--- config.mk ---
export PLATFORM = sky130hd
export DESIGN_NAME = invaders_formation
export DESIGN_NICKNAME = d
export VERILOG_FILES = /design/src/rtl/invaders_pkg.sv /design/src/rtl/invaders_formation_extents.sv /design/src/rtl/invaders_formation.sv
export SDC_FILE = /design/constraint.sdc
export NUM_CORES = 1
export LEC_CHECK = 0
export CAP_MARGIN = 20
export CORE_MARGIN = 1
export CORE_UTILIZATION = 62
export DETAILED_ROUTE_END_ITERATION = 10
export PLACE_DENSITY = 0.83
export RECOVER_POWER = 100
export REMOVE_ABC_BUFFERS = 1
export SYNTH_ARGS = -nofsm -noshare
export SYNTH_HDL_FRONTEND = slang
export SYNTH_HIERARCHICAL = 1
export SYNTH_SLANG_ARGS = --single-unit
--- constraint.sdc ---
create_clock -name clk_36MHz -period 11.8 [get_ports clk_36MHz]
set_input_delay 2.36 -clock clk_36MHz [delete_from_list [all_inputs] [get_ports clk_36MHz]]
set_output_delay 2.36 -clock clk_36MHz [all_outputs]
set_load 0.005 [all_outputs]
--- src/rtl/invaders_pkg.sv ---
// Shared types, direction encodings and width helpers for the invaders formation block.
package invaders_pkg;

    typedef enum logic [1:0] {
        StIdle,
        StMarch,
        StCleared,
        StLanded
    } state_e;

    localparam logic DirRight = 1'b0;
    localparam logic DirLeft  = 1'b1;

    localparam int unsigned DefaultXW = 5;
    localparam int unsigned DefaultYW = 4;

    function automatic int unsigned alive_w(input int unsigned cells);
        return $clog2(cells + 1);
    endfunction

endpackage

--- src/rtl/invaders_formation_extents.sv ---
// Combinational extents of the alive bitmap: leftmost/rightmost alive column,
// bottom alive row and number of alive invaders.
module invaders_formation_extents #(
    parameter int unsigned COLS  = 10,
    parameter int unsigned ROWS  = 2,
    parameter int unsigned X_W   = 5,
    parameter int unsigned Y_W   = 4,
    parameter int unsigned CNT_W = 5
) (
    input  logic [COLS*ROWS-1:0] array_i,
    output logic [X_W-1:0]       left_col_o,
    output logic [X_W-1:0]       right_col_o,
    output logic [Y_W-1:0]       bottom_row_o,
    output logic [CNT_W-1:0]     popcount_o
);

    logic [COLS-1:0] col_alive;
    logic [ROWS-1:0] row_alive;

    always_comb begin
        col_alive = '0;
        row_alive = '0;
        for (int r = 0; r < ROWS; r++) begin
            for (int c = 0; c < COLS; c++) begin
                if (array_i[r*COLS+c]) begin
                    col_alive[c] = 1'b1;
                    row_alive[r] = 1'b1;
                end
            end
        end
    end

    // Scan from the far side so the last hit wins; all-dead values are don't-care.
    always_comb begin
        left_col_o   = '0;
        right_col_o  = '0;
        bottom_row_o = '0;
        for (int c = COLS - 1; c >= 0; c--) begin
            if (col_alive[c]) left_col_o = X_W'(c);
        end
        for (int c = 0; c < COLS; c++) begin
            if (col_alive[c]) right_col_o = X_W'(c);
        end
        for (int r = 0; r < ROWS; r++) begin
            if (row_alive[r]) bottom_row_o = Y_W'(r);
        end
    end

    always_comb begin
        popcount_o = '0;
        for (int i = 0; i < COLS*ROWS; i++) begin
            popcount_o = popcount_o + CNT_W'(array_i[i]);
        end
    end

endmodule

--- src/rtl/invaders_formation.sv ---
// COLS x ROWS invader formation: march with edge reversal, bullet hits, wave/landing status.
// Optional macro INVADERS_SPEEDUP_EN makes the march period shrink as invaders die.
module invaders_formation
    import invaders_pkg::*;
#(
    parameter int unsigned COLS       = 10,
    parameter int unsigned ROWS       = 2,
    parameter int unsigned X_W        = DefaultXW,
    parameter int unsigned Y_W        = DefaultYW,
    parameter int unsigned FIELD_COLS = 32,
    parameter int unsigned LINE_MAX   = 12,
    parameter int unsigned STEP_BASE  = 360000,
    parameter int unsigned STEP_INC   = 162000
) (
    input  logic                              clk_36MHz,
    input  logic                              reset,
    input  logic                              start,
    input  logic [X_W-1:0]                    bullet_x,
    input  logic [Y_W-1:0]                    bullet_y,
    input  logic                              bullet_flying,
    output logic                              hit,
    output logic [COLS*ROWS-1:0]              invaders_array,
    output logic [Y_W-1:0]                    invaders_line,
    output logic [X_W-1:0]                    invaders_offset,
    output logic [alive_w(COLS*ROWS)-1:0]     alive_count,
    output logic                              wave_clear,
    output logic                              landed,
    output logic [2:0]                        level
);

    localparam int unsigned CELLS       = COLS * ROWS;
    localparam int unsigned CNT_W       = alive_w(CELLS);
    localparam int unsigned IDX_W       = (CELLS > 1) ? $clog2(CELLS) : 1;
    localparam int unsigned RELOAD_FULL = STEP_BASE + CELLS * STEP_INC;
    localparam int unsigned TICK_W      = $clog2(RELOAD_FULL + 1);
    localparam int unsigned LINE_CAP    = LINE_MAX - ROWS;

    state_e             state_q, state_d;
    logic [CELLS-1:0]   array_q, array_d;
    logic [Y_W-1:0]     line_q, line_d;
    logic [X_W-1:0]     offset_q, offset_d;
    logic               dir_q, dir_d;
    logic [TICK_W-1:0]  tick_q, tick_d;
    logic [2:0]         level_q, level_d;
    logic               hit_q, hit_d;
    logic               hit_lock_q, hit_lock_d;
    logic               start_q;

    logic [X_W-1:0]     left_col, right_col;
    logic [Y_W-1:0]     bottom_row;
    logic [CNT_W-1:0]   popcount;
    logic [TICK_W-1:0]  reload;
    logic               start_edge;
    logic [X_W:0]       col_diff;
    logic [Y_W:0]       row_diff;
    logic               in_box;
    logic [IDX_W-1:0]   hit_idx;
    logic               hit_now;
    logic [2:0]         level_next;

    invaders_formation_extents #(
        .COLS  (COLS),
        .ROWS  (ROWS),
        .X_W   (X_W),
        .Y_W   (Y_W),
        .CNT_W (CNT_W)
    ) u_extents (
        .array_i      (array_q),
        .left_col_o   (left_col),
        .right_col_o  (right_col),
        .bottom_row_o (bottom_row),
        .popcount_o   (popcount)
    );

`ifdef INVADERS_SPEEDUP_EN
    assign reload = TICK_W'(STEP_BASE + 32'(popcount) * STEP_INC);
`else
    assign reload = TICK_W'(RELOAD_FULL);
`endif

    assign start_edge = start && !start_q;

    // Extra top bit of each difference is the borrow: bullet left of / above the formation.
    assign col_diff = {1'b0, bullet_x} - {1'b0, offset_q};
    assign row_diff = {1'b0, bullet_y} - {1'b0, line_q};
    assign in_box   = !col_diff[X_W] && !row_diff[Y_W]
                   && (32'(col_diff[X_W-1:0]) < COLS) && (32'(row_diff[Y_W-1:0]) < ROWS);
    assign hit_idx  = IDX_W'(32'(row_diff[Y_W-1:0]) * COLS + 32'(col_diff[X_W-1:0]));
    assign hit_now  = (state_q == StMarch) && bullet_flying && !hit_lock_q && in_box
                   && array_q[hit_idx];

    assign level_next = (level_q == 3'd7) ? level_q : level_q + 3'd1;

    always_comb begin
        state_d    = state_q;
        array_d    = array_q;
        line_d     = line_q;
        offset_d   = offset_q;
        dir_d      = dir_q;
        tick_d     = tick_q;
        level_d    = level_q;
        hit_d      = 1'b0;
        hit_lock_d = bullet_flying ? hit_lock_q : 1'b0;

        unique case (state_q)
            StIdle: begin
                if (start_edge) begin
                    state_d = StMarch;
                    tick_d  = reload;
                end
            end
            StMarch: begin
                if (hit_now) begin
                    array_d[hit_idx] = 1'b0;
                    hit_d            = 1'b1;
                    hit_lock_d       = 1'b1;
                end
                // Step decisions use the pre-hit extents of the registered bitmap.
                if (tick_q == '0) begin
                    tick_d = reload;
                    if (dir_q == DirRight) begin
                        if (32'(offset_q) + 32'(right_col) == FIELD_COLS - 1) begin
                            line_d = line_q + Y_W'(1);
                            dir_d  = DirLeft;
                        end else begin
                            offset_d = offset_q + X_W'(1);
                        end
                    end else begin
                        if (32'(offset_q) + 32'(left_col) == 0) begin
                            line_d = line_q + Y_W'(1);
                            dir_d  = DirRight;
                        end else begin
                            offset_d = offset_q - X_W'(1);
                        end
                    end
                    if (32'(line_d) + 32'(bottom_row) >= LINE_MAX) begin
                        state_d = StLanded;
                    end
                end else begin
                    tick_d = tick_q - TICK_W'(1);
                end
                if (hit_now && popcount == CNT_W'(1)) begin
                    state_d = StCleared;
                end
            end
            StCleared: begin
                if (start_edge) begin
                    state_d  = StMarch;
                    level_d  = level_next;
                    array_d  = '1;
                    offset_d = '0;
                    line_d   = (32'(level_next) < LINE_CAP) ? Y_W'(level_next) : Y_W'(LINE_CAP);
                    dir_d    = DirRight;
                    tick_d   = TICK_W'(RELOAD_FULL);
                end
            end
            StLanded: begin
                if (start_edge) begin
                    state_d  = StMarch;
                    level_d  = 3'd0;
                    array_d  = '1;
                    offset_d = '0;
                    line_d   = '0;
                    dir_d    = DirRight;
                    tick_d   = TICK_W'(RELOAD_FULL);
                end
            end
            default: state_d = StIdle;
        endcase
    end

    always_ff @(posedge clk_36MHz) begin
        if (reset) begin
            state_q    <= StIdle;
            array_q    <= '1;
            line_q     <= '0;
            offset_q   <= '0;
            dir_q      <= DirRight;
            tick_q     <= TICK_W'(RELOAD_FULL);
            level_q    <= 3'd0;
            hit_q      <= 1'b0;
            hit_lock_q <= 1'b0;
            start_q    <= 1'b0;
        end else begin
            state_q    <= state_d;
            array_q    <= array_d;
            line_q     <= line_d;
            offset_q   <= offset_d;
            dir_q      <= dir_d;
            tick_q     <= tick_d;
            level_q    <= level_d;
            hit_q      <= hit_d;
            hit_lock_q <= hit_lock_d;
            start_q    <= start;
        end
    end

    assign hit             = hit_q;
    assign invaders_array  = array_q;
    assign invaders_line   = line_q;
    assign invaders_offset = offset_q;
    assign alive_count     = popcount;
    assign wave_clear      = (state_q == StCleared);
    assign landed          = (state_q == StLanded);
    assign level           = level_q;

endmodule

==> run summary, run 1 <==
status -> complete, but fails checks
failing checks -> capacitance limit, slew limit
Worst Reg-to-Reg Cells -> 17
Slew @ Worst Pin -> 1.926 ns
Bufs and invs on worst path -> 4
Post-CTS Resized -> 0
Root Buffer -> clkbuf_8
Post-CTS Setup Repair Bufs -> 0
maximum VDD drop -> 0.09232 mV
critical path startpoint category -> register
setup slack, reg-to-reg -> 5.91 ns
GRT Total Usage -> 30.79%
#FFs+latches synth -> 60
drc violations -> 0
Num CTS Buffers -> 9
Seq/Total Area, Yosys -> 24.96%
largest net degree at the start of global routing -> 36
GPL Wtd Cong -> 1.084
DRT iter0 DRCs -> 274
Worst Setup EP -> alive_count[4]
via count -> 4259
I/O Buffers -> 52
fin crit share -> 62.31%
worst min path class -> reg -> reg
clk slew on worst S/H paths -> 0.08 ns
vias per cell -> 6.067
Stages on worst setup path -> 14
Setup crit end kind -> output port
slowest stage delay, CP -> 0.57 ns
Die Area -> 8118 um2
WL per Instance -> 17.02 um
area growth from synthesis to layout -> 15.08%
Die Width -> 90.10 um
worst setup path startpoint -> invaders_array[5]
top_reg_cell synth -> dfxtp_1
max-slew violations -> 45
number of flops mapped to enable cells by yosys -> 0
row cnt -> 31
Initial Util -> 65.30%
Die H -> 90.10 um
Leak -> 2.242 nW
setup_tns -> 0 ns
number of different library cells in the post-synthesis netlist -> 73
Ys Warns -> 6
final wirelength -> 11950 um
Core Area -> 7370 um2
Syn Area/Cell -> 8.733 um2
RSZ-0062 raised after global routing -> false
ant diodes -> 0
Longest Clk Path Bufs -> 2
Post-DRT Antenna Nets -> 0
share of cells above drive strength 1 -> 6.965%
maxcap violations -> 2
final hold vios -> 0
Max FO, Critical Path -> 7
grt ovf -> 0
relative slew slack -> -31.74%
CTS tree -> yes
final layout net count -> 672
WHS -> 0.4917 ns
Max Clock Freq -> 136.0 MHz
first-pass GRT wire length -> 20150 um
min Tclk post-route -> 7.353 ns
Fin Clk Skew -> 0.006520 ns
CP most frequent cell -> fa_1
Worst R2R End -> state_q[1]
post-synthesis cell area -> 4812 um2
cts hold-fix bufs -> 0
cell family with most CP delay -> adder cells
DP Wirelength -> 9049 um
first-pass iteration count of the detailed router -> 5
WP data arrival -> 4.99 ns
Power Dens Cells -> 106.0 nW/um2
crit path cell chain -> inv_1 -> fa_1 -> fa_1 -> fa_1 -> fa_1 -> fa_1 -> inv_1 -> fa_1 -> inv_1 -> fa_1 -> nor2b_1 -> o21ai_0 -> nand2b_1 -> dlygate4sd3_1
Critical R2R Launch -> invaders_array[5]
CP Data Required Time -> 9.44 ns
Ports -> 53
final-report setup violation count -> 0
Worst path slowest cell -> dlygate4sd3_1
CTS sink count -> 60
Clock Latency Late Sink -> 0.35 ns
cell count after synthesis -> 551
crit path kind -> reg -> out
asr flop ratio synth -> 0%
vias in the first global route -> 4204
initial antenna violation count -> 1
fillcell total -> 572
H-tree depth -> 3
[through the flow]
stage / cells / util, % / area (um2) / setup WS, ns / total power, mW
after floorplan: 534 / - / 4691 / 5.575 / 0.3392
after detailed placement: 686 / 72.50 / 5343 / 4.894 / 0.3812
after CTS: 702 / 75.53 / 5567 / 4.516 / 0.5925
after global routing: 702 / 75.14 / 5538 / 4.023 / 0.6139
after global placement: 686 / 72.50 / 5343 / 5.014 / 0.3772
final: 702 / 75.14 / 5538 / 4.447 / 0.5872
[layout make-up]
| cell class | instances | area (um2) | area share (%) |
|---|---|---|---|
| Clock buffer | 9 | 123.9 | 2.237 |
| Clock inverter | 7 | 100.1 | 1.808 |
| Inverter | 50 | 187.7 | 3.389 |
| Multi-Input combinational cell | 424 | 3277 | 59.17 |
| Sequential cell | 60 | 1201 | 21.69 |
| Tap cell | 99 | 123.9 | 2.237 |
| Timing Repair Buffer | 53 | 524.3 | 9.467 |
[worst reg2reg max path: stages (launching register included)]
cell and delay (ns):
dfxtp_1 0.52, inv_1 0.10, fa_1 0.47, fa_1 0.51
fa_1 0.53, fa_1 0.42, fa_1 0.48, inv_1 0.05
fa_1 0.41, inv_1 0.09, fa_1 0.21, nor2b_1 0.07
o21ai_0 0.14, nand2b_1 0.09, or4_1 0.57, a2111oi_0 0.87
o21ai_0 0.17, o41ai_1 0.10
[cells in the final DEF, fill, tap and decap left out, types with 11 or more instances in the layout]
cell	synthesis	final
dlygate4sd3_1	0	41
o21ai_0	14	14
clkdlybuf4s50_1	0	11
nand2_1	35	35
a21oi_1	40	40
dfxtp_1	60	60
xnor2_1	22	22
inv_1	49	50
nor3_1	20	20
nor2_1	60	60
fa_1	20	20
nand3_1	11	11
ha_1	41	41
[cells in the mapped netlist (all sizes together) (6+ instances only)]
master	number	share of area (%)
dfxtp	60	25
nor2	60	4.7
inv	50	3.9
a21oi	41	4.3
ha	41	11
nand2	36	3.0
nor3	22	2.6
xnor2	22	4.0
fa	20	8.3
o21ai	15	1.8
nor4	13	2.4
buf	11	1.6
nand3	11	1.1
and3	10	1.3
clkbuf	10	1.2
o22a	10	1.8
xor2	10	1.8
a21o	8	1.2
a31oi	7	0.91
or3	7	0.94
nand2b	6	0.78
nor2b	6	0.78
or4	6	1.1
[metal layers]
layer  global-route usage (%)  share of wire, %  vias to the layer above
met2                    50.00                46                      162
met1                    39.30                44                     2028
met5                        0              0.11                        -
met3                    7.783               7.6                       29
li1                         -                 -                     2038
met4                    11.83               2.1                        2
[kinds of logic (layout without fill, tap and decap cells)]
family | after synthesis | count (layout) | synth area share [%]
AO/OA/AOI/OAI | 114 | 114 | 16.25
XOR/XNOR | 34 | 34 | 6.786
adder cells (fa/ha/maj) | 61 | 61 | 18.98
buffers and inverters | 71 | 119 | 6.734
flip-flops | 60 | 60 | 24.96
multiplexers | 10 | 10 | 3.432
other | 1 | 5 | 0.07793
AND/OR/NAND/NOR | 200 | 200 | 22.78
[how the worst min path moves through the flow]
stage / start / endpoint / slack (ns) / cells after the start
2_1_floorplan: tick_q[16] / tick_q[16] / 0.45 / 2
3_3_place_gp: tick_q[21] / tick_q[21] / 0.47 / 2
3_5_place_dp: tick_q[21] / tick_q[21] / 0.47 / 2
4_1_cts: tick_q[21] / tick_q[21] / 0.50 / 2
5_1_grt: tick_q[21] / tick_q[21] / 0.54 / 2
6_report: tick_q[21] / tick_q[21] / 0.49 / 2
[registers in the layout (all words and copies together) (netlist names)]
register	cells
level	3
start_q	1
tick_q	22
state_q	2
hit_lock_q	1
invaders_line	4
hit	1
invaders_array	20
invaders_offset	5
dir_q	1
[report_power, final]
group	internal (mW)	leakage, nW	total (mW)	switching (mW)
logic	0.0666	1.64	0.158	0.0916
clock network	0.120	0.114	0.213	0.0930
registers	0.207	0.487	0.216	0.00836
total	0.394	2.24	0.587	0.193
(Power assumes the default switching activity.)
==> inputs of run 2 (changes only) <==
Settings changed: CORE_UTILIZATION 62 to 52, PLACE_DENSITY 0.83 to 0.73.
Clock period 11.8 ns to 6.7 ns, I/O delays scaled along.
==> run summary, run 2 (synthesis gave the netlist of run 1 again) <==
Die Width -> 98.20 um (+9.0%)
max reg flops -> 22 (unchanged)
pre-CTS WS -> 0.8893 ns (-4.005 ns)
setup_tns -> 0 ns (unchanged)
H-tree depth -> 3 (unchanged)
grt ovf -> 0 (unchanged)
DRT iter0 DRCs -> 180 (-34%)
status -> complete, but fails checks
share of cells above drive strength 1 -> 6.302% (-0.66 points)
WP data arrival -> 4.94 ns (-0.05 ns)
final hold vios -> 0 (unchanged)
Root Buffer -> clkbuf_8
cts hold-fix bufs -> 0 (unchanged)
Die H -> 98.20 um (+9.0%)
Power Dens Cells -> 178.6 nW/um2 (+68%)
maxcap violations -> 2 (unchanged)
Post-DRT Antenna Nets -> 0 (unchanged)
Max FO, Critical Path -> 7 (unchanged)
row cnt -> 34 (+9.7%)
setup slack, reg-to-reg -> 1.09 ns (-4.82 ns)
Leak -> 2.228 nW (-0.63%)
largest net degree at the start of global routing -> 36 (unchanged)
Ports -> 53 (unchanged)
CTS sink count -> 60 (unchanged)
fin crit share -> 93.70%
first-pass GRT wire length -> 19940 um (-1.0%)
relative slew slack -> -17.54% (+14 points)
min Tclk post-route -> 6.278 ns
DP Wirelength -> 8839 um (-2.3%)
CP Data Required Time -> 5.36 ns (-4.08 ns)
final wirelength -> 11750 um (-1.6%)
Setup crit end kind -> output port
final worst slack -> 0.4219 ns (-4.025 ns)
via count -> 4187 (-1.7%)
Die Area -> 9643 um2 (+19%)
crit path kind -> reg -> out
critical path startpoint category -> register
Num CTS Buffers -> 9 (unchanged)
worst min path class -> reg -> reg
area growth from synthesis to layout -> 14.38%
I/O Buffers -> 52 (unchanged)
ant diodes -> 0 (unchanged)
Post-CTS Resized -> 0 (unchanged)
RSZ-0062 raised after global routing -> false
Power, Total -> 0.9832 mW (+67%)
CTS tree -> yes
final-report setup violation count -> 0 (unchanged)
Core Area -> 8848 um2 (+20%)
WL per Instance -> 16.53 um (-2.9%)
initial antenna violation count -> 0 (-1)
Fin Clk Skew -> 0.01042 ns (+0.003901 ns)
GPL Wtd Cong -> 0.8927 (-18%)
Post-CTS Setup Repair Bufs -> 0 (unchanged)
Longest Clk Path Bufs -> 2 (unchanged)
first-pass iteration count of the detailed router -> 8 (+3)
Max Clock Freq -> 159.3 MHz
GRT Total Usage -> 25.76% (-5.0 points)
largest reg by FF count -> tick_q
Slew @ Worst Pin -> 1.719 ns (-0.2077 ns)
drc violations -> 2 (+2)
max-slew violations -> 45 (unchanged)
maximum VDD drop -> 0.1167 mV (+26%)
failing checks -> DRC, capacitance limit, slew limit
vias in the first global route -> 4165 (-0.93%)
Initial Util -> 54.38% (-11 points)
most frequent cells in the layout -> nor2_1 (60), dfxtp_1 (60), inv_1 (49)
Clock Latency Late Sink -> 0.34 ns (about the same)
vias per cell -> 5.889 (-2.9%)
final layout net count -> 672 (unchanged)
clk slew on worst S/H paths -> 0.07 ns (about the same)
## run 2: cell types whose count changed in the layout (fill, tap and decap cells not counted), sizes merged
cell and delta:
bufinv -1, clkbuf +3, clkinv -1, inv -1
## run 2: path summary, 6_finish.rpt
| path | start | end | depth (start not counted) |
|---|---|---|---|
| max | invaders_array[5] | alive_count[4] | 14 |
| min | tick_q[21] | tick_q[21] | 2 |
| max reg2reg | invaders_array[5] | state_q[1] | 17 |
| min reg2reg | tick_q[21] | tick_q[21] | 2 |
## run 2: worst max-delay path, stage by stage (launching register included)
cell and delay, ns:
dfxtp_1 0.50, inv_1 0.09, fa_1 0.47, fa_1 0.51, fa_1 0.54, fa_1 0.43, fa_1 0.49, inv_1 0.05
fa_1 0.38, inv_1 0.08, fa_1 0.20, nor2b_1 0.05, o21ai_0 0.15, nand2b_1 0.09, dlygate4sd3_1 0.58
## run 2: cell type report
class	count	area, um2
sequential	60	1201
fill	785	3344
clock buffer	12	145.1
multi-input combinational	424	3262
clock inverter	4	48.80
timing repair buffer	53	524.3
tap	108	135.1
inverter	50	187.7
## run 2: power breakdown
group	switching (mW)	internal, mW	total [mW]
sequential	0.0137	0.366	0.379
combinational	0.154	0.117	0.271
clock	0.151	0.182	0.333
## run 2: layer usage
layer	part of all wire, %	global-route usage [%]	wire, um	vias up
li1	-	-	-	2040
met1	45	33.32	5268	1976
met2	48	43.23	5589	144
met3	5.7	4.724	667	27
met4	1.9	8.955	228	0
met5	0	0	0	-
## run 2: stage by stage
step	hold WS [ns]	cell area [um2]	cells	utilization, %
finish	0.4990	5504	711	62.20
global route	0.5375	5504	711	62.20
CTS	0.5005	5548	711	62.70
detailed placement	0.4799	5354	695	60.51
global placement	0.4703	5354	695	60.51
floorplan	0.4514	4691	534	-
